===== src/rtl/maq_ms_tick.sv =====
// Seconds/minutes BCD time base with 1 Hz divider and push-button set FSM.
// Drives the hours counter through the enable_1hz/inc_m/inc_h qualifier triple.
module maq_ms_tick #(
    parameter int CLK_HZ      = 50000000,
    parameter int SYNC_STAGES = 2
) (
    input  logic       maqh_clock,
    input  logic       reset,
    input  logic       btn_mode,
    input  logic       btn_up,
    output logic       enable_1hz,
    output logic       inc_m,
    output logic       inc_h,
    output logic [3:0] maqs_lsd,
    output logic [2:0] maqs_msd,
    output logic [3:0] maqm_lsd,
    output logic [2:0] maqm_msd,
    output logic [1:0] mode
);
    localparam int            DW     = (CLK_HZ > 1) ? $clog2(CLK_HZ) : 1;
    localparam logic [DW-1:0] DIV_TC = DW'(CLK_HZ - 1);

    localparam logic [1:0] S_RUN  = 2'b00;
    localparam logic [1:0] S_SETH = 2'b01;
    localparam logic [1:0] S_SETM = 2'b10;

    logic [SYNC_STAGES-1:0] r_mode_sync, r_up_sync;
    logic                   r_mode_d, r_up_d;
    logic [1:0]             r_state;
    logic [DW-1:0]          r_div;
    logic                   r_en;
    logic [3:0]             r_s_lsd, r_m_lsd;
    logic [2:0]             r_s_msd, r_m_msd;

    logic       w_mode_ev, w_up_ev;
    logic       w_run, w_seth, w_setm;
    logic       w_sec59, w_min59;
    logic [3:0] w_s_lsd_n, w_m_lsd_n;
    logic [2:0] w_s_msd_n, w_m_msd_n;

    // A mode press in the same cycle as an up press swallows the up press.
    assign w_mode_ev = r_mode_sync[SYNC_STAGES-1] & ~r_mode_d;
    assign w_up_ev   = r_up_sync[SYNC_STAGES-1] & ~r_up_d & ~w_mode_ev;

    assign w_run  = (r_state == S_RUN);
    assign w_seth = (r_state == S_SETH);
    assign w_setm = (r_state == S_SETM);

    assign w_sec59 = (r_s_msd == 3'd5) && (r_s_lsd == 4'd9);
    assign w_min59 = (r_m_msd == 3'd5) && (r_m_lsd == 4'd9);

    assign w_s_lsd_n = (r_s_lsd == 4'd9) ? 4'd0 : r_s_lsd + 4'd1;
    assign w_s_msd_n = (r_s_lsd != 4'd9) ? r_s_msd : (r_s_msd == 3'd5) ? 3'd0 : r_s_msd + 3'd1;
    assign w_m_lsd_n = (r_m_lsd == 4'd9) ? 4'd0 : r_m_lsd + 4'd1;
    assign w_m_msd_n = (r_m_lsd != 4'd9) ? r_m_msd : (r_m_msd == 3'd5) ? 3'd0 : r_m_msd + 3'd1;

    always_ff @(posedge maqh_clock or negedge reset) begin
        if (!reset) begin
            r_mode_sync <= '0;
            r_up_sync   <= '0;
            r_mode_d    <= 1'b0;
            r_up_d      <= 1'b0;
        end else begin
            r_mode_sync <= {r_mode_sync[SYNC_STAGES-2:0], btn_mode};
            r_up_sync   <= {r_up_sync[SYNC_STAGES-2:0], btn_up};
            r_mode_d    <= r_mode_sync[SYNC_STAGES-1];
            r_up_d      <= r_up_sync[SYNC_STAGES-1];
        end
    end

    always_ff @(posedge maqh_clock or negedge reset) begin
        if (!reset) begin
            r_state <= S_RUN;
        end else begin
            case (r_state)
                S_RUN:   r_state <= w_mode_ev ? S_SETH : S_RUN;
                S_SETH:  r_state <= w_mode_ev ? S_SETM : S_SETH;
                S_SETM:  r_state <= w_mode_ev ? S_RUN  : S_SETM;
                default: r_state <= S_RUN;
            endcase
        end
    end

    // Divider only runs in RUN, so leaving SET_M restarts a full second.
    always_ff @(posedge maqh_clock or negedge reset) begin
        if (!reset) begin
            r_div <= '0;
            r_en  <= 1'b0;
        end else begin
            r_div <= (w_run && r_div != DIV_TC) ? r_div + 1'b1 : '0;
            r_en  <= (w_run && !w_mode_ev && r_div == DIV_TC) || (w_seth && w_up_ev);
        end
    end

    always_ff @(posedge maqh_clock or negedge reset) begin
        if (!reset) begin
            r_s_lsd <= '0;
            r_s_msd <= '0;
            r_m_lsd <= '0;
            r_m_msd <= '0;
        end else if (w_run && r_en) begin
            r_s_lsd <= w_s_lsd_n;
            r_s_msd <= w_s_msd_n;
            if (w_sec59) begin
                r_m_lsd <= w_m_lsd_n;
                r_m_msd <= w_m_msd_n;
            end
        end else if (w_setm) begin
            if (w_up_ev) begin
                r_m_lsd <= w_m_lsd_n;
                r_m_msd <= w_m_msd_n;
            end
            if (w_mode_ev) begin
                r_s_lsd <= '0;
                r_s_msd <= '0;
            end
        end
    end

    // In SET_H the registered pulse doubles as both carry qualifiers.
    assign enable_1hz = r_en;
    assign inc_m      = (w_run && w_sec59) || (w_seth && r_en);
    assign inc_h      = (w_run && w_min59) || (w_seth && r_en);
    assign maqs_lsd   = r_s_lsd;
    assign maqs_msd   = r_s_msd;
    assign maqm_lsd   = r_m_lsd;
    assign maqm_msd   = r_m_msd;
    assign mode       = r_state;
endmodule


===== config.mk =====
export PLATFORM = sky130hd
export DESIGN_NAME = maq_ms_tick
export DESIGN_NICKNAME = d
export VERILOG_FILES = /design/src/rtl/maq_ms_tick.sv
export SDC_FILE = /design/constraint.sdc
export NUM_CORES = 1
export LEC_CHECK = 0
export BUFFER_PORTS_ARGS = -buffer_cell sky130_fd_sc_hd__buf_2
export CORE_UTILIZATION = 59
export CTS_BUF_LIST = sky130_fd_sc_hd__clkbuf_8 sky130_fd_sc_hd__clkbuf_16
export DETAILED_ROUTE_END_ITERATION = 6
export GPL_TIMING_DRIVEN = 0
export PLACE_DENSITY_LB_ADDON = 0.08
export RECOVER_POWER = 50
export SYNTH_ARGS = -nofsm -noshare
export SYNTH_HDL_FRONTEND = slang
export SYNTH_SLANG_ARGS = --single-unit

===== constraint.sdc =====
create_clock -name maqh_clock -period 2.85 [get_ports maqh_clock]
set_input_delay 0.1425 -clock maqh_clock [delete_from_list [all_inputs] [get_ports maqh_clock]]
set_output_delay 0.1425 -clock maqh_clock [all_outputs]
set_load 0.02 [all_outputs]

==> run metrics, run 1 <==
Starting Density=62.2%; root buf cell=clkbuf_8; CTS Sinks=49; port bufs=22; Max Freq=427 MHz; launch point of the worst path=maqs_lsd[1]; outcome=finished with violations; flops & latches, synth=49; Slew HR=-66.4%; Static Leak=0.00120 µW; DP HPWL=3360 µm; Final Setup Violations=0; Worst EP required=3.03 ns; Final ANT Viol Nets=0; r2r worst-path depth=7; Worst Skew=0.00821 ns; Syn. warnings=0; Syn Std Cell Area=2520 µm²; overall routed net length=4780 µm; Core ar.=4060 µm²; worst reg-to-reg setup slack=0.51 ns; Startpoint Class=flop; Die ar.=4540 µm²; grt ovf=0; CTS resizes=0; slew at the pin closest to its max-slew limit=2.50 ns; drt wl/cell=14.2 µm; Row Count=23; Area growth, synth to finish=10.4%; placed cells=328; unrepaired setup endpoints after global routing=no; Synth Net Count=264; CP max FO=7; DIE WIDTH=67.4 µm; Die H=67.4 µm; synth top area cells=dfrtp_1 49%, o21ai_0 3.8%, nor2_1 3.4%; Bufs on Longest Clock Path=2; number of detailed-route iterations in the first pass=4; global-route wire length before repair=8020 µm; final worst path period need=2.34 ns; final hold viol count=0; setup TNS=0 ns; HP Class=flop to flop; Peak VDD IR=0.409 mV; R2R Path End=maqm_msd[1]; share of cells above drive strength 1=14.3%; failing checks=max-capacitance violations, max-slew violations; Synth Instances=256; H-Tree Depth=2; vias in the first global route=1809; Critical R2R Launch=maqs_lsd[1]; Cell Count, Final, Fillers Out=336; period utilisation layout=82.1%; max_cap viols=1; I/O pin total=23; CTS tree=built; register area share after synthesis=48.6%; Crit Path Class=flop to flop; worst skew pair latency=0.30 ns; number of buffers created by CTS=5; Via Count=1965; largest net degree at the start of global routing=50; Critical Path End Type=flop; initial antenna violation count=0; gp weighted congestion=0.818; filler cell count=318; Avg Cell Area, Syn=9.85 µm²; # diodes=0; DRC=0; power density cells=610 nW/µm²; All-Layer GR Usage=24.0%; fin. max-slew vios=50; DR iter-0 viols=101; Post-layout nets=295; routed vias/inst=5.85; Clock Pin Slew Worst Setup and Hold Paths=0.09 ns; CP arrival=2.52 ns; worst setup path end=maqm_msd[1]; most area-hungry cell type in the Yosys netlist=dfrtp_1; share of the synthesized area in the top cell type=48.6%; library cells used by synthesis=49
## per-stage QoR
| stage | cell area [µm²] | util, % | hold WS (ns) | power, µW | worst slack (ns) |
|---|---|---|---|---|---|
| floorplan | 2520 | - | -0.153 | 1200 | 0.533 |
| global placement | 2700 | 66.4 | 0.250 | 1330 | 0.537 |
| detailed placement | 2700 | 66.4 | 0.256 | 1350 | 0.509 |
| CTS | 2790 | 68.7 | 0.0596 | 1720 | 0.493 |
| global route | 2780 | 68.6 | 0.363 | 1820 | 0.208 |
| finish | 2780 | 68.6 | 0.344 | 1700 | 0.511 |
## worst max-delay path, stage by stage, from the launching register on
cell       delay [ns]
dfrtp_1          0.42
inv_1            0.07
ha_1             0.20
nand4b_4         0.13
or4_4            0.50
buf_6            0.15
a2111oi_4        0.40
mux2_1           0.36
## power breakdown
group / internal (µW) / leakage, µW / switching (µW)
clock network: 162 / 0.0000399 / 212
registers: 766 / 0.000656 / 80.5
logic: 156 / 0.000501 / 320
total: 1080 / 0.00120 / 613
## how the worst min path moves through the flow
stage	start	endpoint	slack [ns]	cells past startpoint
final	r_up_sync[0]	r_up_sync[1]	0.34	0
after global routing	r_up_sync[0]	r_up_sync[1]	0.36	0
after CTS	reset	maqs_lsd[2]	0.06	1
after detailed placement	btn_up	r_up_sync[0]	0.26	1
after global placement	btn_mode	r_mode_sync[0]	0.25	1
after floorplan	reset	enable_1hz	-0.15	0
## metal layers
metal	share of wire, %	track usage, %
met1	45	30.0
met2	49	39.8
met3	3.9	5.57
met4	1.8	9.84
met5	0	0
## final cells by class
class / count / area (µm²) / area share, %
multi-input cells: 190 / 1220 / 43.9
clock inverters: 1 / 5.00 / 0.180
plain buffers: 10 / 48.8 / 1.75
inverters: 7 / 26.3 / 0.944
clock buffers: 5 / 68.8 / 2.47
flip-flops and latches: 49 / 1230 / 44.0
well taps: 50 / 62.6 / 2.25
repair buffers: 24 / 125 / 4.49
## cells in the final DEF, fill, tap and decap left out, types with 2 or more instances in the layout
| cell type | count |
|---|---|
| and3b_1 | 2 |
| xor2_1 | 8 |
| or3_1 | 9 |
| dfrtp_1 | 49 |
| nand2_1 | 15 |
| o31ai_1 | 5 |
| nor2b_1 | 3 |
| nand2b_1 | 4 |
| inv_1 | 7 |
| clkbuf_8 | 5 |
| or4_2 | 2 |
| and4_1 | 4 |
| buf_2 | 20 |
| a21oi_1 | 17 |
| nand4_1 | 13 |
| nor2_1 | 23 |
| dlygate4sd3_1 | 2 |
| xnor2_1 | 9 |
| clkbuf_1 | 10 |
| mux2_1 | 2 |
| nand3_1 | 12 |
| nor3_1 | 5 |
| ha_1 | 4 |
| and3_1 | 4 |
| nand3b_1 | 2 |
| or2_2 | 2 |
| or4_1 | 5 |
| o21ai_0 | 19 |
## cell families (layout without fill, tap and decap cells)
family                     after synthesis  count (layout)  synth area share [%]
AOI/OAI and AO/OA                       48              48                  11.6
and+or+nand+nor                        117             117                  27.2
muxes                                    4               4                  1.74
buffers and inverters                   17              47                  2.98
DFF                                     49              49                  48.6
adders and majority gates                4               4                  1.98
xor gates and xnor gates                17              17                  5.90
## synth_stat cells, drive strengths merged
cell	count
buf	3
o21ai	20
nand4	13
and2b	2
nand2	15
nand3b	2
xnor2	9
and4	4
mux2	3
nor3	5
and2	1
mux2i	1
and3	4
nor2b	3
a2111oi	1
nor4b	1
or3b	1
nand2b	5
a21o	1
o31ai	5
nor2	23
ha	4
a211oi	1
nand4b	2
clkbuf	7
or4	8
a21oi	17
nor4	1
or3	9
nand3	12
inv	7
nor4bb	1
or2	2
and3b	2
nor3b	1
xor2	8
a211o	1
dfrtp	49
o21a	1
o22ai	1
## registers in the layout, indices dropped and copies added, names as in the netlist
signal / cells
r_div: 26
maqm_lsd: 4
maqs_lsd: 4
maqm_msd: 3
maqs_msd: 3
mode: 2
r_mode_sync: 2
r_up_sync: 2
enable_1hz: 1
r_mode_d: 1
r_up_d: 1
## repair_timing
action	4_1_cts	5_1_grt
buffers inserted	0	0
hold endpoints to repair	2	0
hold buffers	2	0
Power figures use the tool's default switching activity.
==> run 2, diff against run 1 <==
--- a/config.mk
+++ b/config.mk
@@ -5,8 +5,9 @@
 export SDC_FILE = /design/constraint.sdc
 export NUM_CORES = 1
 export LEC_CHECK = 0
+export ABC_AREA = 1
 export BUFFER_PORTS_ARGS = -buffer_cell sky130_fd_sc_hd__buf_2
-export CORE_UTILIZATION = 59
+export CORE_UTILIZATION = 53
 export CTS_BUF_LIST = sky130_fd_sc_hd__clkbuf_8 sky130_fd_sc_hd__clkbuf_16
 export DETAILED_ROUTE_END_ITERATION = 6
 export GPL_TIMING_DRIVEN = 0
==> constraint.sdc (replaced) <==
create_clock -name maqh_clock -period 2 [get_ports maqh_clock]
set_input_delay 0.1 -clock maqh_clock [delete_from_list [all_inputs] [get_ports maqh_clock]]
set_output_delay 0.1 -clock maqh_clock [all_outputs]
set_load 0.02 [all_outputs]
==> run metrics, run 2 <==
xor/xnor cell area share of the yosys netlist=6.63%; Max Freq=568 MHz; final worst path period need=1.76 ns; Slew HR=21.7%; All-Layer GR Usage=22.0%; DIE WIDTH=72.6 µm; I/O pin total=23; EDFF count, synth=0; Sw Pwr=966 µW; outcome=completed; ordered cell list for the critical path=inv_1 -> ha_1 -> nand2_1 -> nor2_1 -> nand3_1 -> o21ai_0 -> buf_2; slew at the pin closest to its max-slew limit=1.17 ns; routed vias/inst=4.86; Synth async-reset ratio=100%; final hold slack=0.00604 ns; Buf/Inv on CP=2; number of detailed-route iterations in the first pass=5; HP Class=primary input to asynchronous set/reset pin; DRC=0; Syn Std Cell Area=2640 µm²; synth top area cells=dfrtp_1 46%, nand2_1 13%, nor2_1 10%; CTS tree=built; Clock Pin Slew Worst Setup and Hold Paths=0.10 ns; port bufs=22; worst reg-to-reg setup slack=0.32 ns; synth cell count leaders=95 x nand2_1, 72 x nor2_1, 49 x dfrtp_1; Peak VDD IR=0.613 mV; flops & latches, synth=49; Synth Instances=348; clock power share=26.6%; Core ar.=4750 µm²; CP peak stage delay=0.42 ns; # diodes=0; unrepaired setup endpoints after global routing=no; Pint=1740 µW; DP Worst Slack=0.334 ns; Row Count=25; fin. max-slew vios=0; vias in the first global route=1927; H-Tree Depth=2; Critical Path End Type=output port; Syn. warnings=0; launch point of the worst path=maqs_lsd[1]; most flop-heavy register=r_div; period utilisation layout=88.0%; crit-path leading delay family=flip-flops; Bufs on Longest Clock Path=2; Area growth, synth to finish=12.2%; initial antenna violation count=0; library cells used by synthesis=24; Static Leak=0.00138 µW; Critical R2R Launch=r_div[0]; most common cell after layout, fill and taps aside=nand2_1; final hold viol count=0; Sw Ratio=35.8%; largest family of logic cells by synthesized area=simple AND/OR/NAND/NOR gates; Starting Density=55.6%; root buf cell=clkbuf_8; number of buffers created by CTS=5; DR iter-0 viols=106; Compound-Gate Fraction of Synth Area=4.88%; most area-hungry cell type in the Yosys netlist=dfrtp_1; Startpoint Class=flop; worst skew pair latency=0.31 ns; max reg flops=26; Synth Area in Adders=1.89%; post-CTS setup buffer count=0; grt ovf=0; Via Count=2171; Final Setup Violations=0; simple-gate share of the synthesized area=33.8%; most frequent cells in the layout=95 x nand2_1, 72 x nor2_1, 49 x dfrtp_1; CTS Sinks=49; slowest CP cell=dfrtp_1; fin worst setup slack=0.241 ns; Worst Skew=0.00830 ns; power density cells=911 nW/µm²; global-route wire length before repair=8910 µm; largest net degree at the start of global routing=50; share of the synthesized area in the top cell type=46.4%; overall routed net length=5080 µm; Crit Path Class=flop to output port; setup TNS=0 ns; register area share after synthesis=46.4%; Die ar.=5270 µm²; Reg power frac=46.1%; count leader, synth=nand2_1; drt wl/cell=11.4 µm; DP HPWL=3830 µm; CP arrival=1.66 ns; multiplexer area fraction after synthesis=0%; share of cells above drive strength 1=10.5%; Synth Net Count=356; Post-layout nets=387; Die H=72.6 µm; CP max FO=4; Worst EP required=1.90 ns; Final ANT Viol Nets=0; combinational share of power=27.3%; Avg Cell Area, Syn=7.59 µm²; max_cap viols=0; gp weighted congestion=0.846; ys flop type=dfrtp_1
-- run 2: cell type report --
cell class	instances	area (µm²)
Buffer	2	22.5
Sequential cell	49	1230
Fill cell	457	1790
Timing Repair Buffer	24	126
Inverter	39	146
Multi-Input combinational cell	258	1250
Clock buffer	5	68.8
Clock inverter	3	42.5
Tap cell	67	83.8
-- run 2: cell families after synthesis --
kind of cell               Yosys count
and+or+nand+nor                    212
DFF                                 49
buffers and inverters               41
AOI/OAI and AO/OA                   22
xor gates and xnor gates            20
adders and majority gates            4
-- run 2: power groups by stage --
stage / clock [µW] / sequential [µW] / combinational [µW]
5_1_grt: 768 / 1270 / 853
2_1_floorplan: 0 / 1330 / 455
6_report: 719 / 1240 / 738
3_5_place_dp: 0 / 1270 / 751
4_1_cts: 735 / 1250 / 754
3_3_place_gp: 0 / 1260 / 739
-- run 2: metrics by stage --
| stage | power (µW) | cell area (µm²) | instances | utilization, % |
|---|---|---|---|---|
| floorplan | 1790 | 2640 | 348 | - |
| global placement | 2000 | 2840 | 437 | 59.7 |
| detailed placement | 2020 | 2840 | 437 | 59.7 |
| CTS | 2740 | 2970 | 447 | 62.4 |
| global route | 2890 | 2960 | 447 | 62.3 |
| finish | 2700 | 2960 | 447 | 62.3 |
-- run 2: what timing repair did --
action,4_1_cts,5_1_grt
endpoints found under the hold margin,2,0
endpoints found under the setup margin,0,0
hold buffers,2,0
gates resized for setup,0,0
-- run 2: layer usage --
layer / routed length, µm / share of wire [%] / vias up / track usage (%)
met5: 0 / 0 / - / 0
li1: - / - / 1140 / -
met4: 59 / 1.2 / 0 / 6.54
met1: 2610 / 51 / 994 / 32.4
met3: 188 / 3.7 / 6 / 4.56
met2: 2220 / 44 / 31 / 32.6
-- run 2: final timing paths --
kind / endpoint / cells past startpoint
worst max register to register: r_div[12] / 7
min in group maqh_clock: r_up_sync[1] / 0
worst max-delay path: inc_m / 7
worst min-delay path: r_div[2] / 1
worst min register to register: r_up_sync[1] / 0
max in group asynchronous: r_div[22] / 1
